===== config.mk =====
export PLATFORM = sky130hd
export DESIGN_NAME = cam_switch_n
export DESIGN_NICKNAME = d
export VERILOG_FILES = /design/src/rtl/cam_switch_n.sv
export SDC_FILE = /design/constraint.sdc
export NUM_CORES = 1
export LEC_CHECK = 0
export ABC_CLOCK_PERIOD_IN_PS = 9300
export CAP_MARGIN = 20
export CORE_MARGIN = 1.5
export CORE_UTILIZATION = 55
export DETAILED_ROUTE_END_ITERATION = 10
export DONT_BUFFER_PORTS = 1
export PLACE_DENSITY = 0.78
export SETUP_SLACK_MARGIN = 0.2
export SLEW_MARGIN = 20
export SYNTH_ARGS = -nofsm -noshare
export SYNTH_HDL_FRONTEND = slang
export SYNTH_SLANG_ARGS = --single-unit

===== constraint.sdc =====
create_clock -name clk -period 9.3 [get_ports clk]
set_input_delay 0.93 -clock clk [delete_from_list [all_inputs] [get_ports clk]]
set_output_delay 0.93 -clock clk [all_outputs]
set_load 0.05 [all_outputs]

===== src/rtl/cam_switch_n.sv =====
`default_nettype none
// ============================================================================
// Module  : cam_switch_n
// Purpose : Frame-synchronous N-channel video source selector with loss fill.
// Revision: 1.0
// ============================================================================
module cam_switch_n #(
    parameter int          H_ACT        = 1280,
    parameter int          V_ACT        = 720,
    parameter int          NUM_CH       = 4,
    parameter int          DELAY        = 2,
    parameter int          INIT_CH      = 0,
    parameter int          CYCLE_FRAMES = 60,
    parameter logic [23:0] FILL_RGB     = 24'h0000FF,
    localparam int         c_XW         = $clog2(H_ACT),
    localparam int         c_YW         = $clog2(V_ACT),
    localparam int         c_CW         = $clog2(NUM_CH)
) (
    input  logic                 clk,
    input  logic                 rst,
    input  logic                 m_hsync,
    input  logic                 m_vsync,
    input  logic                 m_de,
    input  logic [c_XW-1:0]      m_x,
    input  logic [c_YW-1:0]      m_y,
    input  logic [NUM_CH-1:0]    ch_de,
    input  logic [24*NUM_CH-1:0] ch_rgb,
    input  logic                 sel_valid,
    input  logic [c_CW-1:0]      sel_idx,
    input  logic                 next_key,
    input  logic                 auto_en,
    output logic                 o_hsync,
    output logic                 o_vsync,
    output logic                 o_de,
    output logic [c_XW-1:0]      o_x,
    output logic [c_YW-1:0]      o_y,
    output logic [23:0]          o_rgb,
    output logic [c_CW-1:0]      cur_idx,
    output logic                 pending,
    output logic [NUM_CH-1:0]    ch_lost
);

    localparam int              c_FW      = (CYCLE_FRAMES > 1) ? $clog2(CYCLE_FRAMES) : 1;
    localparam logic [c_FW-1:0] c_CF_LAST = c_FW'(CYCLE_FRAMES - 1);
    localparam logic [c_CW-1:0] c_INIT    = c_CW'(INIT_CH);
    localparam logic [c_CW-1:0] c_LAST    = c_CW'(NUM_CH - 1);
    localparam logic [c_CW:0]   c_NCH     = (c_CW + 1)'(NUM_CH);

    localparam logic [0:0] c_IDLE = 1'b0;
    localparam logic [0:0] c_PEND = 1'b1;

    logic                    r_vs_d;
    logic                    w_fb;
    logic [0:0]              r_state;
    logic [c_CW-1:0]         r_cur;
    logic [c_CW-1:0]         r_target;
    logic [c_FW-1:0]         r_cnt;
    logic [NUM_CH-1:0]       r_seen;
    logic [NUM_CH-1:0]       r_lost;
    logic                    w_sel_ok;
    logic [c_CW-1:0]         w_base;
    logic [c_CW-1:0]         w_key_tgt;
    logic [c_CW-1:0]         w_auto_nxt;
    logic [23:0]             w_ch_rgb [NUM_CH];
    logic [23:0]             w_pix;

    logic [DELAY-1:0]            r_hs;
    logic [DELAY-1:0]            r_vs;
    logic [DELAY-1:0]            r_de;
    logic [DELAY-1:0][c_XW-1:0]  r_x;
    logic [DELAY-1:0][c_YW-1:0]  r_y;
    logic [DELAY-1:0][23:0]      r_rgb;

    for (genvar i = 0; i < NUM_CH; i++) begin : g_unpack
        assign w_ch_rgb[i] = ch_rgb[24*i +: 24];
    end

    assign w_fb      = m_vsync & ~r_vs_d;
    assign w_sel_ok  = sel_valid && ({1'b0, sel_idx} < c_NCH);
    // Key steps chain off a still-pending target so repeated presses accumulate.
    assign w_base    = (r_state == c_PEND) ? r_target : r_cur;
    assign w_key_tgt = (w_base == c_LAST) ? '0 : w_base + 1'b1;

    // First non-lost channel after r_cur, wrapping; holds r_cur if none.
    always_comb begin
        int   j;
        logic found;
        j          = 0;
        found      = 1'b0;
        w_auto_nxt = r_cur;
        for (int k = 1; k < NUM_CH; k++) begin
            j = int'(r_cur) + k;
            if (j >= NUM_CH) j = j - NUM_CH;
            if (!found && !r_lost[j[c_CW-1:0]]) begin
                w_auto_nxt = j[c_CW-1:0];
                found      = 1'b1;
            end
        end
    end

    always_ff @(posedge clk or posedge rst) begin
        if (rst) begin
            r_vs_d   <= 1'b0;
            r_state  <= c_IDLE;
            r_cur    <= c_INIT;
            r_target <= c_INIT;
            r_cnt    <= '0;
            r_seen   <= '0;
            r_lost   <= '0;
        end else begin
            r_vs_d <= m_vsync;
            if (w_fb) begin
                r_lost <= ~r_seen;
                r_seen <= '0;
            end else begin
                r_seen <= r_seen | ch_de;
            end

            if (auto_en) begin
                r_state <= c_IDLE;
                if (w_fb) begin
                    if (r_cnt == c_CF_LAST) begin
                        r_cnt <= '0;
                        r_cur <= w_auto_nxt;
                    end else begin
                        r_cnt <= r_cnt + 1'b1;
                    end
                end
            end else begin
                r_cnt <= '0;
                if (w_fb && (r_state == c_PEND)) begin
                    r_cur   <= r_target;
                    r_state <= c_IDLE;
                end
                // A request in the fb cycle re-arms PEND for the following frame.
                if (w_sel_ok) begin
                    r_target <= sel_idx;
                    r_state  <= c_PEND;
                end else if (next_key) begin
                    r_target <= w_key_tgt;
                    r_state  <= c_PEND;
                end
            end
        end
    end

    assign w_pix = !m_de             ? 24'h0    :
                   r_lost[r_cur]     ? FILL_RGB :
                                       w_ch_rgb[r_cur];

    always_ff @(posedge clk or posedge rst) begin
        if (rst) begin
            r_hs  <= '0;
            r_vs  <= '0;
            r_de  <= '0;
            r_x   <= '0;
            r_y   <= '0;
            r_rgb <= '0;
        end else begin
            r_hs[0]  <= m_hsync;
            r_vs[0]  <= m_vsync;
            r_de[0]  <= m_de;
            r_x[0]   <= m_x;
            r_y[0]   <= m_y;
            r_rgb[0] <= w_pix;
            for (int i = 1; i < DELAY; i++) begin
                r_hs[i]  <= r_hs[i-1];
                r_vs[i]  <= r_vs[i-1];
                r_de[i]  <= r_de[i-1];
                r_x[i]   <= r_x[i-1];
                r_y[i]   <= r_y[i-1];
                r_rgb[i] <= r_rgb[i-1];
            end
        end
    end

    assign o_hsync = r_hs[DELAY-1];
    assign o_vsync = r_vs[DELAY-1];
    assign o_de    = r_de[DELAY-1];
    assign o_x     = r_x[DELAY-1];
    assign o_y     = r_y[DELAY-1];
    assign o_rgb   = r_rgb[DELAY-1];
    assign cur_idx = r_cur;
    assign pending = (r_state == c_PEND);
    assign ch_lost = r_lost;

endmodule
`default_nettype wire


# --- Word level (Yosys, flattened, before mapping) ---
# Index checks and enable logic that the tools add are counted.
word_totals:
  reg_bits: 116
  output_inout_bits: 55
  elab_cells: 91
op_classes:
  n_addsub: 8
  order_cmp: 8
  n_eq_ne: 5
  n_mux: 37
  bitwise_logic: 6
  reduce_logical: 11
op_table:
  columns: ["operator", "count"]
  rows:
  - ["2-to-1 mux 24 bit", 4]
  - ["binary-select mux 24 bit (select 2 bit)", 1]
  - ["2-to-1 mux 2 bit", 14]
  - ["2-to-1 mux 6 bit", 3]
  - [">= comparator 3 bit (second input constant)", 4]
  - ["< comparator 2 x 3 -> 1 bit (second input constant)", 4]
  - ["2-to-1 mux 1 bit", 10]
  - ["binary-select mux 1 bit (select 2 bit)", 4]
  - ["adder 2 x 2 -> 3 bit (second input constant)", 2]
  - ["adder 6 x 1 -> 6 bit (second input constant)", 1]
  - ["== test 6 bit (second input constant)", 1]
  - ["subtractor 2 x 1 -> 2 bit (second input constant)", 3]
  - ["2-to-1 mux 4 bit", 1]
  - ["!= test 2 x 1 -> 1 bit (second input constant)", 2]
  - ["!= test 4 x 2 -> 1 bit (second input constant)", 1]
  - ["NOT 4 bit", 1]
  - ["OR 4 bit", 1]
  - ["AND reduction 4 bit", 1]
  - ["nonzero test 2 bit", 2]
  - ["nonzero test 4 bit", 1]
  - ["adder 2 x 1 -> 3 bit (second input constant)", 1]
  - ["logical AND 1 bit", 3]
  - ["zero test 1 bit", 3]
  - ["NOT 2 -> 3 bit", 1]
  - ["other kinds (5)", 6]

# --- Longest topological paths before layout ---
# Gate-level depths: netlist of the first run.
logic_depth:
  ltp_word: 14
  ltp_mapped: 7

# --- Worst setup path before layout of the first run ---
# OpenSTA, ideal clock, no wires.
synth_timing:
  kind: "input -> register"
  start: "input m_vsync"
  end: "register r_cur[1], in the netlist cur_idx[1]"
  setup_time_ns: 0.124
  arrival_time_ns: 1.855
  required_ns: 9.176
  path_slack_ns: 7.321
  stages: 5
  n_path_buf: 0
  path_cell_list: "and4b_1 > nand4b_1 > a2111oi_4 > o221ai_2 > o31a_1"
synth_between:
  elab_chain_len: 4
  elab_cells_between_ends: 5
  classes_between: "eq/ne: 1; bitwise: 1; reduce/logical: 3"
synth_rtl:
  columns: ["item", "line_no", "rtl"]
  rows:
  - ["start, declared", "22", "input logic m_vsync,"]
  - ["bitwise AND 1 bit (*)", "78", "assign w_fb = m_vsync & ~r_vs_d;"]
  - ["logical AND 1 bit", "131", "if (w_fb && (r_state == c_PEND)) begin"]
  - ["nonzero test 2 bit (no source line)", null, null]
  - ["AND reduction 4 bit (no source line) (*)", null, null]
  - ["end signal, assigned", "105", "r_cur <= c_INIT;"]
  - ["end signal, assigned", "124", "r_cur <= w_auto_nxt;"]
  - ["end signal, assigned", "132", "r_cur <= r_target;"]
  - ["end, declared", "55", "logic [c_CW-1:0] r_cur;"]
# Mark *: on every way between the ends. The rest lies on a longest branch, timed or not.
# A chain may end at the register's enable or synchronous reset.

# --- Worst setup path after layout of the first run ---
layout_timing:
  start: "register r_cur[0], in the netlist cur_idx[0]"
  end: "output cur_idx[0]"
layout_lines:
  columns: ["item", "line_no", "rtl"]
  rows:
  - ["end, declared", "38", "output logic [c_CW-1:0] cur_idx,"]
# No word-level cell between the ends.

==> summary.md, run 1 <==
| Metric | Value |
|---|---|
| Drt pass-1 iters | 5 |
| Area contributors post-synth | dfrtp_1 62%, mux4_2 12%, buf_4 7.5% |
| Clk pin slew, worst setup/hold paths | 0.06 ns |
| Worst-Skew Late Latency | ~0.50 ns |
| Worst Path Buf+Inv | 1 |
| Post-CTS Resized | 0 |
| Wirelength per Cell | 21.7 µm |
| Most used DFF post-synth | dfrtp_1 |
| Core area | 8180 µm² |
| CP top delay family | flip-flops |
| Max Clock Freq | slightly below 400 MHz |
| Clk sinks | 115 |
| NetSw | 468 µW |
| Share of layout cells above drive strength 1 | approximately 22% |
| N_diodes | 0 |
| Clock power share | about 40% |
| DR vias/cell | 5.79 |
| Worst setup startpoint | cur_idx[0] |
| Chip Height | ~95 µm |
| Hold Fails Final Rpt | 0 |
| Worst Skew | 0.00774 ns |
| Cells along the critical path | buf_4 |
| Remaining global-route overflow | 0 |
| Detailed Route WL | 8620 µm |
| Fill cells | 613 |
| Setup TNS | 0 ns |
| Post-synth EDFFs | 0 |
| P_leak | 0.00216 µW |
| Combinational power share | 10.3% |
| Number of global-route vias before repair | about 2400 |
| Slew headroom | 31.6% |
| Hold WS | 0.317 ns |
| Critical Path AT | 1.67 ns |
| Area share of the largest cell type after synthesis | 62.4% |
| RSZ-0062 raised after global routing | no |
| Slowest library cell on the worst path | dfrtp_2 |
| Synth-to-Final Area Change | 6.13% |
| Cell area after synthesis | 4610 µm² |
| Clock Path Buffers | 2 |
| Critical Path Max Stage Delay | 0.65 ns |
| Post-synth top cells | 115 x dfrtp_1, 46 x buf_4, 25 x mux4_2, 17 x nand2_1 |
| Yosys warning total | 0 |
| DR iter-0 viols | around 100 |
| Reg2Reg Launch Point | cur_idx[1] |
| Drt drc | 0 |
| Crit-path max FO | 20 |
| GPL Wtd Cong | 0.704 |
| PortBufs | 0 |
| # Post-CTS Setup Buffers | 0 |
| Register share of total power | ~50% |
| Yosys top cell by area | dfrtp_1 |
| Rows | 33 |
| R2R setup slack | 7.01 ns |
| Initial antenna violation count | 0 |
| Yosys cell types | 40 |
| Sw frac | 31.6% |
| Io pins | 186 |
| Worst hold path class | in2async |
| Initial Util | 56.4% |
| Die W | 94.5 µm |
| Post-route ant nets | 0 |
| Total of max-cap violations | 0 |
| Req. time, crit path | 8.37 ns |
| Nets@finish | 412 |
| Root Buffer | clkbuf_8 |
| Async S/R FF share, synth | 100% |
| Vias | 2304 |
| FF-to-FF path depth | 5 |
| CP startpoint kind | register |
| Most common cell in the netlist | dfrtp_1 |
| Htree depth | 4 |
| Crit path kind | reg2out |
| Post-Syn Instances | ~320 |
| GR Util All Layers | between 20% and 30% |
| Total CTS buffers | 17 |
| Finish-stage setup viols | 0 |
| Internal | 1010 µW |
| First-pass GRT wire length | 13100 µm |
| Outcome | finished clean |
| Syn avg cell area | 14.4 µm² |
| Tmin final | 2.60 ns |
| Syn_nets | 453 |
| Final Cycle Share | 27.9% |
| HPWL Detailed | 6060 µm |
| Worst reg2reg endpoint | cur_idx[1] |
| Synthesized flop and latch total | 115 |
| Register area share after synthesis | 62.4% |
| Largest net degree at the start of global routing | 78 |
| Actual slew at the worst max-slew pin | about 1 ns |
| TritonCTS clock tree | done |
| Max IR drop VDD | 0.000163 V |
| Worst setup EP type | output pin |
| Die Footprint | 8940 µm² |
| Pwr/cell area | roughly 300 nW/µm² |
| Final slew viol count | 0 |
| Hold_buf cts | 0 |
==> stage by stage <==
stage	cells	worst slack [ns]	util (%)	total power [µW]	cell area [µm²]
after floorplan	321	5.33	-	902	4610
after global placement	366	7.07	53.0	886	4330
after detailed placement	366	7.02	53.0	894	4330
after CTS	398	6.65	59.8	1500	4890
after global routing	398	6.56	59.8	1540	4890
final	398	6.70	59.8	1480	4890
==> placed cells by master (no fill, tap or decap), types with 3 or more instances in the layout <==
| cell type | netlist | routed |
|---|---|---|
| nor2_1 | 16 | 16 |
| xor2_1 | 3 | 3 |
| o21a_1 | 8 | 8 |
| nor2b_1 | 6 | 6 |
| nand2_1 | 17 | 17 |
| and3_1 | 16 | 16 |
| nand3_1 | 3 | 3 |
| o21ai_0 | 11 | 11 |
| dfrtp_1 | 115 | 113 |
| nand4b_1 | 3 | 3 |
| clkbuf_16 | 0 | 16 |
| nand2b_1 | 4 | 4 |
| clkinv_4 | 0 | 5 |
| mux4_2 | 25 | 25 |
==> flip-flops by register name, summed over array words and instances, names as in the netlist <==
signal / flops
o_rgb: 24
r_rgb: 24
o_x: 11
r_x: 11
o_y: 10
r_y: 10
r_cnt: 6
ch_lost: 4
r_seen: 4
cur_idx: 2
r_de: 2
r_hs: 2
r_target: 2
r_vs: 2
pending: 1
==> cell type report <==
| type | count | area, µm² | area share, % |
|---|---|---|---|
| inverters | 4 | 17.5 | 0.358 |
| well taps | 105 | 131 | 2.69 |
| clock buffers | 19 | 432 | 8.82 |
| repair buffers | 2 | 15.0 | 0.307 |
| multi-input cells | 140 | 1290 | 26.3 |
| flip-flops and latches | 115 | 2880 | 58.9 |
| clock inverters | 13 | 128 | 2.61 |
==> worst max-delay path by stage <==
| stage | end | cells after the start |
|---|---|---|
| after floorplan | ch_lost[0] | 1 |
| final | cur_idx[0] | 1 |
| after global routing | cur_idx[0] | 1 |
| after global placement | cur_idx[1] | 2 |
| after CTS | cur_idx[0] | 1 |
| after detailed placement | cur_idx[1] | 2 |
==> per-layer routing <==
metal  up-vias  GRT usage [%]  share of wire (%)
li1        998              -                  -
met1      1186           28.6                 42
met2       112           29.6                 48
met3         8           8.53                8.9
met4         0           7.46                1.1
met5         -              0                  0
==> worst reg2reg max path: cells and delay by family, from the launching register on <==
kind,cells,cell delay [ns]
AND/OR/NAND/NOR,1,0.25
AO/OA/AOI/OAI,4,0.88
flip-flops,1,1.04
==> logic make-up (layout without fill, tap and decap cells) <==
group	count (synthesis)	after routing	synth area share, %
xor+xnor	5	5	0.950
fa+ha+maj	1	1	0.271
mux	27	27	12.6
flops	115	115	62.4
compound gates	35	35	5.81
buf+inv	66	38	9.61
simple gates	72	72	8.28
==> power groups by stage <==
stage               clock network, µW  logic (µW)  registers, µW
finish                            596         153            730
global route                      636         168            739
CTS                               612         155            731
detailed placement                  0         154            740
global placement                    0         151            735
floorplan                           0         294            608
No activity file was read; power rests on OpenSTA's default activity.
==> run 2, diff against run 1 <==
ABC_CLOCK_PERIOD_IN_PS = 2320   (was 9300)
PLACE_DENSITY = 0.81   (was 0.78)
clock period = 2.32 ns   (was 9.3 ns; I/O delays follow)
==> run 2 against run 1 <==
Against the previous run: total power increased to 4.1 times the previous value; flip-flop and latch count unchanged; first-iteration DRC count decreased by 7.9%; worst setup slack got worse by 6.3 ns; critical endpoint unchanged; highest routed layer unchanged.
==> summary.md, run 2 (synthesized netlist as in run 1, its figures left out) <==
| Metric | Value |
|---|---|
| P_leak | 0.00236 µW (+8.9%) |
| Core area | 8180 µm² (unchanged) |
| First-pass GRT wire length | 14200 µm (+8.0%) |
| Critical Path Max Stage Delay | 0.64 ns (about the same) |
| DR vias/cell | 5.58 (-3.7%) |
| Worst hold path class | in2reg |
| Final Cycle Share | 83.5% |
| # Post-CTS Setup Buffers | 0 (unchanged) |
| Die W | 94.5 µm (unchanged) |
| Cells along the critical path | buf_6, buf_4 |
| Multi-input gate area | 1290 µm² (unchanged) |
| Vias | 2470 (+7.2%) |
| Crit-path max FO | 21 (+5.0%) |
| Critical Path AT | 1.71 ns (+0.04 ns) |
| Worst-Skew Late Latency | 0.49 ns (about the same) |
| Largest net degree at the start of global routing | 116 (+49%) |
| Initial antenna violation count | 1 (+1) |
| Remaining global-route overflow | 0 (unchanged) |
| Total of max-cap violations | 0 (unchanged) |
| GR Util All Layers | 22.4% (+1.7 points) |
| Req. time, crit path | 2.09 ns (-6.28 ns) |
| Nets@finish | 457 (+11%) |
| Chip Height | 94.5 µm (unchanged) |
| Die Footprint | 8940 µm² (unchanged) |
| Outcome | finished clean |
| Slowest library cell on the worst path | dfrtp_2 |
| Post-route ant nets | 0 (unchanged) |
| Initial Util | 56.4% (unchanged) |
| Htree depth | 4 (unchanged) |
| Tmin final | 1.94 ns |
| Number of global-route vias before repair | 2617 (+8.1%) |
| Fill cells | 580 (-5.4%) |
| DR iter-0 viols | 93 (-7.9%) |
| R2R setup slack | 0.47 ns (-6.54 ns) |
| Sequential cell area | 2880 µm² (unchanged) |
| Wirelength per Cell | 21.2 µm (-2.2%) |
| Clk pin slew, worst setup/hold paths | 0.06 ns (about the same) |
| HPWL Detailed | 6460 µm (+6.5%) |
| Pwr/cell area | 1130 nW/µm² (+280%) |
| Total CTS buffers | 17 (unchanged) |
| Worst Skew | 0.00813 ns (+0.000393 ns) |
| Actual slew at the worst max-slew pin | 0.827 ns (-0.199 ns) |
| Final Core Density | 65.4% (+5.5 points) |
| PortBufs | 0 (unchanged) |
| Drt drc | 0 (unchanged) |
| Detailed Route WL | 9390 µm (+8.9%) |
| Clk sinks | 115 (unchanged) |
| Slew headroom | 44.7% (+13 points) |
| Share of layout cells above drive strength 1 | 21.6% (-0.59 points) |
| Root Buffer | clkbuf_8 |
| TritonCTS clock tree | done |
| Finish-stage setup viols | 0 (unchanged) |
| Commonest cells after routing, fill and taps aside | 113 x dfrtp_1, 36 x dlygate4sd3_1, 25 x mux4_2 |
| Final slew viol count | 0 (unchanged) |
| Hold Fails Final Rpt | 0 (unchanged) |
| Commonest non-fill, non-tap cell in the layout | dfrtp_1 |
| N_diodes | 0 (unchanged) |
| Synth-to-Final Area Change | 16.0% |
| Max IR drop VDD | 0.000547 V (+240%) |
| Max Clock Freq | 516 MHz |
| Drt pass-1 iters | 4 (-1) |
| CP startpoint kind | register |
| Rows | 33 (unchanged) |
| Setup TNS | 0 ns (unchanged) |
| GPL Wtd Cong | 0.892 (+27%) |
| Crit path kind | reg2out |
| RSZ-0062 raised after global routing | no |
| Io pins | 186 (unchanged) |
| Clock Path Buffers | 2 (unchanged) |
| Worst setup EP type | output pin |
-- run 2: changes by cell type in the layout (fill, tap and decap cells not counted) --
cell	delta
bufinv_16	+1
clkinv_4	-4
clkbuf_1	+1
inv_8	-1
clkinvlp_4	+3
buf_4	+7
clkinv_2	+1
inv_4	-1
buf_12	+1
dlygate4sd3_1	+36
buf_6	+1
-- run 2: repair_timing --
action	4_1_cts	5_1_grt
endpoints found under the setup margin	0	1
resized for setup	0	1
endpoints found under the hold margin	177	0
hold buffers	36	0
-- run 2: path summary, 6_finish.rpt --
kind | start | end | cells past startpoint
max | cur_idx[0] | cur_idx[0] | 2
min | auto_en | cur_idx[1] | 3
max reg2reg | cur_idx[0] | cur_idx[1] | 5
min reg2reg | r_y[0] | o_y[0] | 0
max in group asynchronous | rst | cur_idx[1] | 3
min in group asynchronous | rst | o_y[5] | 3
-- run 2: area by class of cell --
cell class / count / area share [%]
Sequential cell: 115 / 53.9
Multi-Input combinational cell: 140 / 24.1
Clock buffer: 20 / 8.15
Timing Repair Buffer: 47 / 8.59
Clock inverter: 12 / 2.46
Tap cell: 105 / 2.46
Inverter: 4 / 0.351
-- run 2: report_power, final --
part	internal, µW	switching (µW)
Sequential	2250	566
Clock	1560	878
Combinational	415	397
Total	4220	1840
-- run 2: layer usage --
layer  up-vias  track usage [%]  part of all wire (%)
li1       1091                -                     -
met1      1260             29.2                    40
met2       109             33.3                    50
met3        10             10.8                   8.9
met4         0             6.97                   1.4
met5         -                0                     0
-- run 2: critical path, delay by kind of cell (launching register included) --
kind     cells  cell delay, ns
flops        1            0.64
buf+inv      2            0.57
-- run 2: through the flow --
stage                     worst slack (ns)  hold WS [ns]  std cells  cell area [µm²]  total power, µW
after floorplan                      0.395         0.263        321             4610             3610
after global placement               0.440         0.263        375             4410             3580
after detailed placement             0.373         0.263        375             4410             3610
after CTS                            0.211      0.000591        443             5340             6120
after global routing                 0.211       0.00366        443             5350             6320
final                                0.382        0.0256        443             5350             6070
